[src/rtl/note_result_scheduler.sv]
// Debounces recognizer note indices into a committed note with octave/semitone,
// records committed notes in a history ring and streams it newest-first once per frame.
module note_result_scheduler #(
  parameter int NOTE_W     = 6,
  parameter int STABLE_CNT = 3,
  parameter int DEPTH      = 8
) (
  input  logic                     clk,
  input  logic                     reset_n,
  input  logic [NOTE_W-1:0]        d2_recognize_result,
  input  logic                     d2_recognize_result_step,
  input  logic                     frame_start,
  output logic [NOTE_W-1:0]        cur_note,
  output logic [1:0]               cur_octave,
  output logic [3:0]               cur_semitone,
  output logic                     new_note,
  output logic                     drop,
  output logic                     out_valid,
  input  logic                     out_ready,
  output logic [NOTE_W-1:0]        out_note,
  output logic [$clog2(DEPTH)-1:0] out_index,
  output logic                     out_last
);
  localparam int IDX_W = $clog2(DEPTH);
  localparam int CNT_W = IDX_W + 1;

  typedef enum logic [1:0] {S_IDLE, S_SNAP, S_SEND, S_FLUSH} state_t;

  state_t            r_state;
  logic [NOTE_W-1:0] r_cand;
  logic [3:0]        r_run;
  logic [NOTE_W-1:0] r_ring [DEPTH];
  logic [IDX_W-1:0]  r_wr_ptr;
  logic [CNT_W-1:0]  r_count;
  logic              r_pend_v;
  logic [NOTE_W-1:0] r_pend_note;
  logic [IDX_W-1:0]  r_newest;
  logic [IDX_W-1:0]  r_k;
  logic [CNT_W-1:0]  r_n;

  logic [NOTE_W-1:0] w_step_note;
  logic [3:0]        w_run_next;
  logic              w_commit;
  logic              w_push_req;
  logic [1:0]        w_octave;
  logic [NOTE_W-1:0] w_oct_base;
  logic [3:0]        w_semitone;
  logic              w_ring_phase;
  logic              w_wr_en;
  logic [NOTE_W-1:0] w_wr_data;
  logic [IDX_W-1:0]  w_newest_now;
  logic [IDX_W-1:0]  w_next_rd;
  logic              w_beat_done;

  // Invalid indices collapse to silence before they reach the run filter.
  always_comb begin
    w_step_note = '0;
    if ((d2_recognize_result != '0) && (d2_recognize_result <= NOTE_W'(36)))
      w_step_note = d2_recognize_result;

    w_run_next = 4'd1;
    if (w_step_note == r_cand)
      w_run_next = (r_run == 4'd15) ? 4'd15 : r_run + 4'd1;

    w_commit   = d2_recognize_result_step && (w_run_next == 4'(STABLE_CNT)) &&
                 (w_step_note != cur_note);
    w_push_req = w_commit && (w_step_note != '0);

    w_octave   = 2'd0;
    w_oct_base = '0;
    if (w_step_note >= NOTE_W'(25)) begin
      w_octave   = 2'd2;
      w_oct_base = NOTE_W'(24);
    end else if (w_step_note >= NOTE_W'(13)) begin
      w_octave   = 2'd1;
      w_oct_base = NOTE_W'(12);
    end
    w_semitone = (w_step_note == '0) ? 4'd0 : 4'(w_step_note - NOTE_W'(1) - w_oct_base);
  end

  assign w_ring_phase = (r_state == S_IDLE) || (r_state == S_FLUSH);
  assign w_wr_en      = w_ring_phase && (r_pend_v || w_push_req);
  assign w_wr_data    = r_pend_v ? r_pend_note : w_step_note;
  assign w_newest_now = r_wr_ptr - IDX_W'(1);
  assign w_next_rd    = r_newest - r_k - IDX_W'(1);
  assign w_beat_done  = out_valid && out_ready;

  always_ff @(posedge clk or negedge reset_n) begin
    if (!reset_n) begin
      r_cand       <= '0;
      r_run        <= '0;
      cur_note     <= '0;
      cur_octave   <= '0;
      cur_semitone <= '0;
      new_note     <= 1'b0;
    end else begin
      new_note <= 1'b0;
      if (d2_recognize_result_step) begin
        r_cand <= w_step_note;
        r_run  <= w_run_next;
      end
      if (w_commit) begin
        cur_note     <= w_step_note;
        cur_octave   <= w_octave;
        cur_semitone <= w_semitone;
        new_note     <= 1'b1;
      end
    end
  end

  always_ff @(posedge clk) begin
    if (w_wr_en)
      r_ring[r_wr_ptr] <= w_wr_data;
  end

  // The ring only changes outside a burst; an older pending entry always lands first.
  always_ff @(posedge clk or negedge reset_n) begin
    if (!reset_n) begin
      r_wr_ptr    <= '0;
      r_count     <= '0;
      r_pend_v    <= 1'b0;
      r_pend_note <= '0;
      drop        <= 1'b0;
    end else begin
      drop <= 1'b0;
      if (w_wr_en) begin
        r_wr_ptr <= r_wr_ptr + IDX_W'(1);
        if (r_count != CNT_W'(DEPTH))
          r_count <= r_count + CNT_W'(1);
      end
      if (w_ring_phase) begin
        if (r_pend_v) begin
          r_pend_v <= w_push_req;
          if (w_push_req)
            r_pend_note <= w_step_note;
        end
      end else if (w_push_req) begin
        r_pend_v    <= 1'b1;
        r_pend_note <= w_step_note;
        drop        <= r_pend_v;
      end
    end
  end

  always_ff @(posedge clk or negedge reset_n) begin
    if (!reset_n) begin
      r_state   <= S_IDLE;
      r_newest  <= '0;
      r_k       <= '0;
      r_n       <= '0;
      out_valid <= 1'b0;
      out_note  <= '0;
      out_index <= '0;
      out_last  <= 1'b0;
    end else begin
      case (r_state)
        S_IDLE: begin
          if (frame_start)
            r_state <= S_SNAP;
        end
        S_SNAP: begin
          r_n       <= r_count;
          r_newest  <= w_newest_now;
          r_k       <= '0;
          out_valid <= 1'b1;
          out_index <= '0;
          out_note  <= (r_count == '0) ? '0 : r_ring[w_newest_now];
          out_last  <= (r_count <= CNT_W'(1));
          r_state   <= S_SEND;
        end
        S_SEND: begin
          if (w_beat_done) begin
            if (out_last) begin
              out_valid <= 1'b0;
              out_note  <= '0;
              out_index <= '0;
              out_last  <= 1'b0;
              r_state   <= S_FLUSH;
            end else begin
              r_k       <= r_k + IDX_W'(1);
              out_index <= r_k + IDX_W'(1);
              out_note  <= r_ring[w_next_rd];
              out_last  <= ((CNT_W'(r_k) + CNT_W'(2)) == r_n);
            end
          end
        end
        S_FLUSH: r_state <= S_IDLE;
        default: r_state <= S_IDLE;
      endcase
    end
  end
endmodule

[config.mk]
export PLATFORM = sky130hd
export DESIGN_NAME = note_result_scheduler
export DESIGN_NICKNAME = d
export VERILOG_FILES = /design/src/rtl/note_result_scheduler.sv
export SDC_FILE = /design/constraint.sdc
export NUM_CORES = 1
export LEC_CHECK = 0
export BUFFER_PORTS_ARGS = -buffer_cell sky130_fd_sc_hd__buf_2
export CORE_MARGIN = 2
export CORE_UTILIZATION = 55
export DETAILED_ROUTE_END_ITERATION = 6
export PLACE_DENSITY = 0.76
export SYNTH_ARGS = -nofsm -noshare
export SYNTH_HDL_FRONTEND = slang
export SYNTH_SLANG_ARGS = --single-unit
[constraint.sdc]
create_clock -name clk -period 2.7 [get_ports clk]
set_input_delay 0.54 -clock clk [delete_from_list [all_inputs] [get_ports clk]]
set_output_delay 0.54 -clock clk [all_outputs]
set_load 0.005 [all_outputs]
---- After elaboration in Yosys (flattened, before gate mapping) ----
Memories as Yosys holds them, arrays and structs flattened.
Index checks and enable logic that the tools add are counted.
cells by class
  $add $sub $neg .......................... 10
  order comparisons ....................... 4
  equality and inequality tests ........... 14
  mux-type cells .......................... 40
  reduce and logical (&&, ||, !) cells .... 20
operators with widths
  operator                                                                              number
  6-bit two-way mux                                                                     8
  4-bit two-way mux                                                                     5
  1-bit two-way mux                                                                     13
  3-bit two-way mux                                                                     4
  3-bit case mux with 2 select lines                                                    2
  6-bit case mux with 2 select lines                                                    1
  6-bit nonzero test                                                                    2
  2-bit != test (second input constant)                                                 5
  3-bit AND reduction                                                                   3
  4-bit by 1-bit adder with 4-bit output (second input constant)                        2
  2-bit two-way mux                                                                     4
  2-bit case mux with 4 select lines                                                    1
  3-bit by 1-bit adder with 3-bit output (second input constant)                        2
  6-bit equality test                                                                   1
  6-bit by 4-bit greater-or-equal comparator with 1-bit output (second input constant)  1
  6-bit by 5-bit greater-or-equal comparator with 1-bit output (second input constant)  1
  6-bit less-or-equal comparator (second input constant)                                1
  1-bit logical AND                                                                     6
  6-bit logical NOT                                                                     1
  6-bit != test                                                                         1
  3-bit by 1-bit subtractor with 3-bit output (second input constant)                   2
  3-bit by 2-bit adder with 4-bit output (second input constant)                        1
  2-bit equality test (second input constant)                                           2
  4-bit by 2-bit equality test with 1-bit output (second input constant)                1
  14 further kinds                                                                      18
word-level totals
  flip-flop bits (word level) ............. 61
  bits in writable memories ............... 48
  input bits .............................. 11
  output and inout bits ................... 25
  memories kept ........................... 1
memory list
  memory  words  width  rd ports  clocked after Yosys merged registers in  wr ports  RTL line  RTL
  r_ring  8      6      2         0                                        1         32        logic [NOTE_W-1:0] r_ring [DEPTH];

---- Longest topological paths before layout ----
Gate-level depths: netlist (run 1).
  word-level depth ........................ 13
  mapped depth ............................ 15
  gate-level depth less buffers ........... 14

---- Least setup slack after synthesis (run 1) ----
Ideal clock, no wire load.
  kind .................................... input to register
  from .................................... input port d2_recognize_result[2]
  to ...................................... memory r_ring[5][0] (enable)
  library setup time ...................... 0.388 ns
  data arrival time ....................... 3.167 ns
  required time ........................... 2.312 ns
  slack ................................... -0.855 ns
  cell stages on the path ................. 11
  path through ............................ o31ai_4 > and2_0 > inv_1 > ha_1 > o221a_2 > or2_2 > clkbuf_1 > nor2_1 > a31oi_1 > buf_2 > nor4b_1
on the way
  longest elaborated chain between the ends .. 13
  elaborated cells between the ends (all ways) .. 16
  those cells by class .................... 1 x order compare; 3 x eq/ne; 4 x mux; 8 x reduce/logical
ends and longest elaborated chain
  what                                                                         RTL line  RTL
  start: declaration                                                           10        input logic [NOTE_W-1:0] d2_recognize_result,
  6-bit less-or-equal comparator / 6-bit nonzero test (equally long branches)  58        if ((d2_recognize_result != '0) && (d2_recognize_result <= NOTE_W'(36)))
  1-bit logical AND                                                            58
  6-bit two-way mux *                                                          58
  6-bit equality test                                                          62        if (w_step_note == r_cand)
  4-bit two-way mux                                                            62
  4-bit by 2-bit equality test with 1-bit output                               65        w_commit = d2_recognize_result_step && (w_run_next == 4'(STABLE_CNT)) &&
  1-bit logical AND (2 in series)                                              65
  1-bit logical AND *                                                          67        w_push_req = w_commit && (w_step_note != '0);
  1-bit logical OR *                                                           82        assign w_wr_en = w_ring_phase && (r_pend_v || w_push_req);
  1-bit logical AND *                                                          82
  1-bit two-way mux *                                                          112       if (w_wr_en)
  1-bit two-way mux (implied by the code) *                                    113       r_ring[r_wr_ptr] <= w_wr_data;
  end: declaration                                                             32
Mark *: on every way between the ends. The rest lies on a longest branch, timed or not.

---- Final worst setup path (run 1) ----
  from .................................... input port d2_recognize_result[4]
  to ...................................... register cur_semitone[3]
on the way
  longest elaborated chain between the ends .. 8
  elaborated cells between the ends (all ways) .. 18
  those cells by class .................... 2 x add/sub; 3 x order compare; 3 x eq/ne; 5 x mux; 5 x reduce/logical
ends and longest elaborated chain
  what                                                                                                        RTL line  RTL
  6-bit less-or-equal comparator / 6-bit nonzero test (equally long branches)                                 58
  1-bit logical AND                                                                                           58
  6-bit two-way mux *                                                                                         58
  6-bit by 4-bit greater-or-equal comparator with 1-bit output / 6-bit equality test (equally long branches)  74, 62
  4-bit two-way mux (on tied branches)                                                                        74, 62
  4-bit two-way mux / 4-bit by 2-bit equality test with 1-bit output (equally long branches)                  71, 65
  4-bit subtractor / 1-bit logical AND (equally long branches)                                                78, 65
  4-bit two-way mux / 1-bit logical AND (equally long branches)                                               78, 65
  end signal: assignment                                                                                      105       cur_semitone <= w_semitone;
  end: declaration                                                                                            15        output logic [3:0] cur_semitone,
Marks and branches as above.
A chain may end at the register's enable or synchronous reset.

==> results of run 1 <==
-- per-layer routing --
layer / share of wire (%) / vias to the layer above / GRT usage, %
met1: 43 / 1931 / 28.3
met3: 3.4 / 25 / 3.49
li1: - / 1858 / -
met5: 0 / - / 0
met2: 51 / 96 / 39.0
met4: 2.6 / 0 / 9.12
-- registers in the layout (all words and copies together) (netlist names), 4 cells and up --
name,count
r_n,4
r_count,4
cur_note,6
r_ring,48
r_cand,6
out_note,6
r_pend_note,6
cur_semitone,4
r_run,4
-- synthesized netlist by cell type, types with 12 or more instances --
cell,number,share of area (%)
inv_1,14,0.92
o21ai_0,26,2.3
xnor2_1,16,2.4
mux2i_1,12,2.1
nand2_1,37,2.4
dfrtp_1,61,27
clkbuf_1,16,1.0
nor2_1,18,1.2
ha_1,16,3.5
mux2_2,24,4.7
mux4_2,24,9.4
edfxtp_1,48,25
-- kinds of logic after synthesis --
kind of cell               Yosys count  share of synthesized area (%)
and+or+nand+nor                    116                           10.5
DFF                                109                           51.7
muxes                               66                           17.7
adders and majority gates           18                           4.01
buffers and inverters               40                           3.33
AOI/OAI and AO/OA                   81                           9.81
xor gates and xnor gates            19                           2.90
-- metrics by stage --
step                      utilization (%)  TNS [ps]  hold WS (ps)  cells  cell area (um^2)
final                                66.6         0           251    675              6810
after global routing                 66.6     -11.9           293    675              6810
after CTS                            66.4         0           287    675              6790
after detailed placement             64.5    -15410           461    659              6600
after global placement               64.5    -11180           457    659              6600
after floorplan                         -     -4560           244    449              5920
-- layout make-up --
type	instances	share of cell area (%)
Clock inverter	5	0.863
Inverter	16	0.992
Multi-Input combinational cell	300	40.5
Tap cell	136	2.50
Sequential cell	109	43.6
Timing Repair Buffer	98	9.70
Clock buffer	11	1.93
-- cells in the final DEF, fill, tap and decap left out, drive strengths merged, types with 3 or more instances in the layout --
cell type and instances:
edfxtp 48, dfrtp 61, o22a 8, and3 4, nor3 6, a21o 4, o32ai 3, clkbuf 11
a21oi 9, mux4 24, or2 3, mux2 30, nor4 5, o31ai 8, nor4b 3, nor2b 10
xnor2 16, ha 16, or3 3, xor2 3, nand2 38, nand3 10, o21a 3, buf 98
a31oi 3, inv 17, nor2 19, nand2b 3, o21ai 27, mux2i 12, or4 3
-- final timing paths --
kind	to	slack, ps	cells after the start
worst max-delay path	cur_semitone[3]	60	15
worst min-delay path	out_note[3]	250	1
worst max register to register	r_ring[3][5]	240	9
worst min register to register	out_index[2]	480	2
max in group asynchronous	r_count[3]	1720	2
min in group clk	out_index[2]	480	2
-- where the power goes --
part | leakage [uW] | switching, uW | internal [uW]
sequential | 0.00121 | 131 | 1910
clock | 0.0000920 | 540 | 435
combinational | 0.00152 | 1300 | 1220
-- critical path, cell delays in order --
cell and delay [ps]:
buf_2 120, o31ai_4 260, and2_4 190, inv_4 30, ha_1 170, nand2b_1 160, or2_2 290, nand2_1 70
nand2_1 50, a21o_1 210, ha_4 280, o21a_1 150, a21oi_2 70, xnor2_1 120, o31ai_1 180
-- what timing repair did --
| action | CTS | global route |
|---|---|---|
| setup endpoints to repair | 0 | 21 |
| resized for setup | 0 | 3 |
| hold buffers | 0 | 0 |
==> results.json, run 1 <==
{
  "outcome": "finished clean",
  "avgRoutedWirePerCell_um": 17.7,
  "critPathRequiredTime_ps": 2960,
  "worstSetupEndpointType": "register",
  "cp.arrival_ps": 2900,
  "synth_ff_type": "dfrtp_1",
  "netlist_instances": 449,
  "slew_headroom_pct": 48.3,
  "rr_startpoint": "r_run[0]",
  "post_cts_buffers": 0,
  "vias": 3910,
  "power_density_nw_per_um2": 812,
  "synth_cell_types": 63,
  "worstHoldPathType": "input port to asynchronous set/reset pin",
  "drtIter0Drc": 216,
  "clockBufferDepth": 2,
  "hold_viol": 0,
  "dr.pass1.iters": 4,
  "ys_warn_count": 0,
  "grt_usage_pct": 22.5,
  "setup-violations-final": 0,
  "via_per_inst": 5.79,
  "tritoncts": "done",
  "drive_above_1_share_pct": 35.8,
  "ys_ff_latch": 109,
  "multiInputGateArea_um2": 2760,
  "dp_hpwl_mm": 8.93,
  "area_growth_pct": 18.7,
  "final_nets": 562,
  "synth_nets": 477,
  "finClkSkew_ps": 10.1,
  "antenna_cells": 0,
  "drt_wl_total_mm": 11.9,
  "maxSlewViolCount": 0,
  "synth.avg_cell_area_um2": 12.8,
  "startpoint": "d2_recognize_result[4]",
  "dieHeight_um": 106,
  "clock-sinks": 109,
  "period_minus_slack_ps": 2640,
  "dpl_worst_slack_ps": -375,
  "grt_max_degree": 33,
  "fin_ws_ps": 60.8,
  "antenna_found_initial": 0,
  "regArea_um2": 2970,
  "coreArea_um2": 10200,
  "gp_congestion": 0.849,
  "start_util_pct": 56.1,
  "numCtsBuffers": 9,
  "synth_edf_count": 48,
  "synthArstFlopShare_pct": 56.0,
  "die_x_um": 106,
  "timing.fmax_ghz": 0.379,
  "fill_cells": 744,
  "tightest_slew_ps": 775,
  "final_antenna_net_count": 0,
  "vdd_drop_max_mv": 0.639,
  "maxCapViolations": 0,
  "crit_path_max_fanout": 3,
  "insertion_delay_ps": 350,
  "yosysSeqAreaShare_pct": 51.7,
  "grt_pass1_vias": 4101,
  "cts.clk_slew.worst_paths_ps": 100,
  "pin_count": 36,
  "synth_area_um2": 5740,
  "drc_errors": 0,
  "p_leak_uw": 0.00283,
  "overflow": 0,
  "cts_root_buffer": "clkbuf_8",
  "critPathLaunchType": "input port",
  "path_class": "input port to register",
  "die_area_um2": 11300,
  "port_buffers": 35,
  "h-tree-depth": 3,
  "power_uw": 5540,
  "period_share_pct": 97.7,
  "grt_pass1_wl_mm": 19.9,
  "rows": 37
}
(Power assumes the default switching activity.)
==> inputs of run 2 (changes only) <==
Settings changed: REMOVE_ABC_BUFFERS from default to 1, SKIP_CTS_REPAIR_TIMING from default to 1.
==> run 2 against run 1 <==
  * Clock-buffer cell count decreased by 2
  * Sequential cell count unchanged
  * Worst hold slack got worse by 60 ps
  * Sequential share of layout area increased by 0.91 points
  * Largest cell class unchanged
==> results.json, run 2 (synthesized netlist as in run 1, its figures left out) <==
{
  "power_density_nw_per_um2": 828,
  "die_x_um": 106,
  "drive_above_1_share_pct": 34.6,
  "vdd_drop_max_mv": 0.712,
  "numCtsBuffers": 9,
  "cts_root_buffer": "clkbuf_8",
  "h-tree-depth": 3,
  "timing.fmax_ghz": 0.375,
  "vias": 3968,
  "crit_path_max_fanout": 3,
  "grt_pass1_wl_mm": 20.2,
  "comb_power_share_pct": 45.2,
  "post-route-util_pct": 65.2,
  "cts.clk_slew.worst_paths_ps": 100,
  "tritoncts": "done",
  "top_register": "r_ring",
  "grt_usage_pct": 22.9,
  "start_util_pct": 56.1,
  "outcome": "finished clean",
  "avgRoutedWirePerCell_um": 18.3,
  "overflow": 0,
  "maxSlewViolCount": 0,
  "p_leak_uw": 0.00276,
  "rows": 37,
  "grt_pass1_vias": 4162,
  "largest_reg_flops": 48,
  "p_clk_share_pct": 17.9,
  "worstSetupEndpointType": "register",
  "fin_setup_tns_ps": 0,
  "layout_common_cells": "dfrtp_1, buf_4, edfxtp_1, nand2_1, buf_2",
  "fin_ws_ps": 32.1,
  "p_sw_uw": 1960,
  "p_int_uw": 3570,
  "drtIter0Drc": 249,
  "cp.arrival_ps": 2940,
  "final_antenna_net_count": 0,
  "antenna_found_initial": 0,
  "slew_headroom_pct": 56.3,
  "setup-violations-final": 0,
  "rsz0062_at_grt": "true",
  "grt_max_degree": 28,
  "swShare_pct": 35.5,
  "critPathRequiredTime_ps": 2970,
  "insertion_delay_ps": 370,
  "dp_hpwl_mm": 8.86,
  "period_minus_slack_ps": 2670,
  "finClkSkew_ps": 11.9,
  "drc_errors": 0,
  "gp_congestion": 0.870,
  "coreArea_um2": 10200,
  "port_buffers": 35,
  "drt_wl_total_mm": 12.3,
  "tightest_slew_ps": 656,
  "via_per_inst": 5.90,
  "clock-sinks": 109,
  "pwr-share-seq_pct": 36.9,
  "antenna_cells": 0,
  "clockBufferDepth": 2,
  "pin_count": 36,
  "dr.pass1.iters": 4,
  "hold_viol": 0,
  "area_growth_pct": 16.3,
  "dpl_worst_slack_ps": -485,
  "worstHoldPathType": "input port to asynchronous set/reset pin",
  "critPathLaunchType": "input port",
  "whs_ps": 191,
  "die_area_um2": 11300,
  "final_nets": 560,
  "path_class": "input port to register",
  "period_share_pct": 98.8,
  "dieHeight_um": 106,
  "power_uw": 5530,
  "maxCapViolations": 0
}
==> run 2: cell count changes in the layout (fill, tap and decap cells not counted), sizes merged <==
cell | before | now
clkbuf | 11 | 9
buf | 98 | 96
inv | 17 | 16
clkinv | 2 | 5
==> run 2: power groups by stage <==
stage,sequential (uW),combinational (uW),clock (uW)
2_1_floorplan,2100,1730,0
3_3_place_gp,2060,2400,0
3_5_place_dp,2080,2480,0
4_1_cts,2040,2490,1010
5_1_grt,2070,2750,1070
6_report,2040,2500,992
==> run 2: stage by stage <==
step | cells | cell area (um^2)
global placement | 655 | 6400
floorplan | 425 | 5610
finish | 673 | 6670
detailed placement | 655 | 6400
CTS | 671 | 6600
global route | 673 | 6670
==> run 2: area by class of cell <==
type | instances | area (um^2)
sequential | 109 | 2970
fill | 755 | 3560
multi-input combinational | 300 | 2640
clock inverter | 7 | 73.8
clock buffer | 9 | 124
inverter | 16 | 67.6
timing repair buffer | 96 | 633
tap | 136 | 170
==> run 2: worst paths after layout <==
path	startpoint	to	slack, ps	depth (start not counted)
hold reg to reg	out_index[0]	out_index[0]	480	2
setup / recovery	d2_recognize_result[2]	cur_semitone[3]	30	16
min in group clk	out_index[0]	out_index[0]	480	2
max in group asynchronous	reset_n	cur_note[2]	1810	2
setup reg to reg	r_run[1]	r_ring[5][0]	160	9
hold / removal	reset_n	out_index[0]	190	1
==> run 2: worst max-delay path: stages <==
cell,delay [ps]
buf_2,120
o31ai_4,240
and2_4,180
inv_2,40
buf_4,130
ha_1,170
nand2b_4,130
or2_2,280
nand2_1,70
nand2_1,50
a21o_1,190
ha_4,260
o21a_1,110
a21oi_2,150
xnor2_1,80
o31ai_1,190
==> run 2: layer usage <==
metal  routed length [um]  global-route usage (%)  vias to the layer above
li1                     -                       -                     1850
met2                 6520                    40.8                      110
met3                  483                    3.37                       24
met1                 5050                    28.8                     1984
met5                    0                       0                        -
met4                  250                    7.52                        0
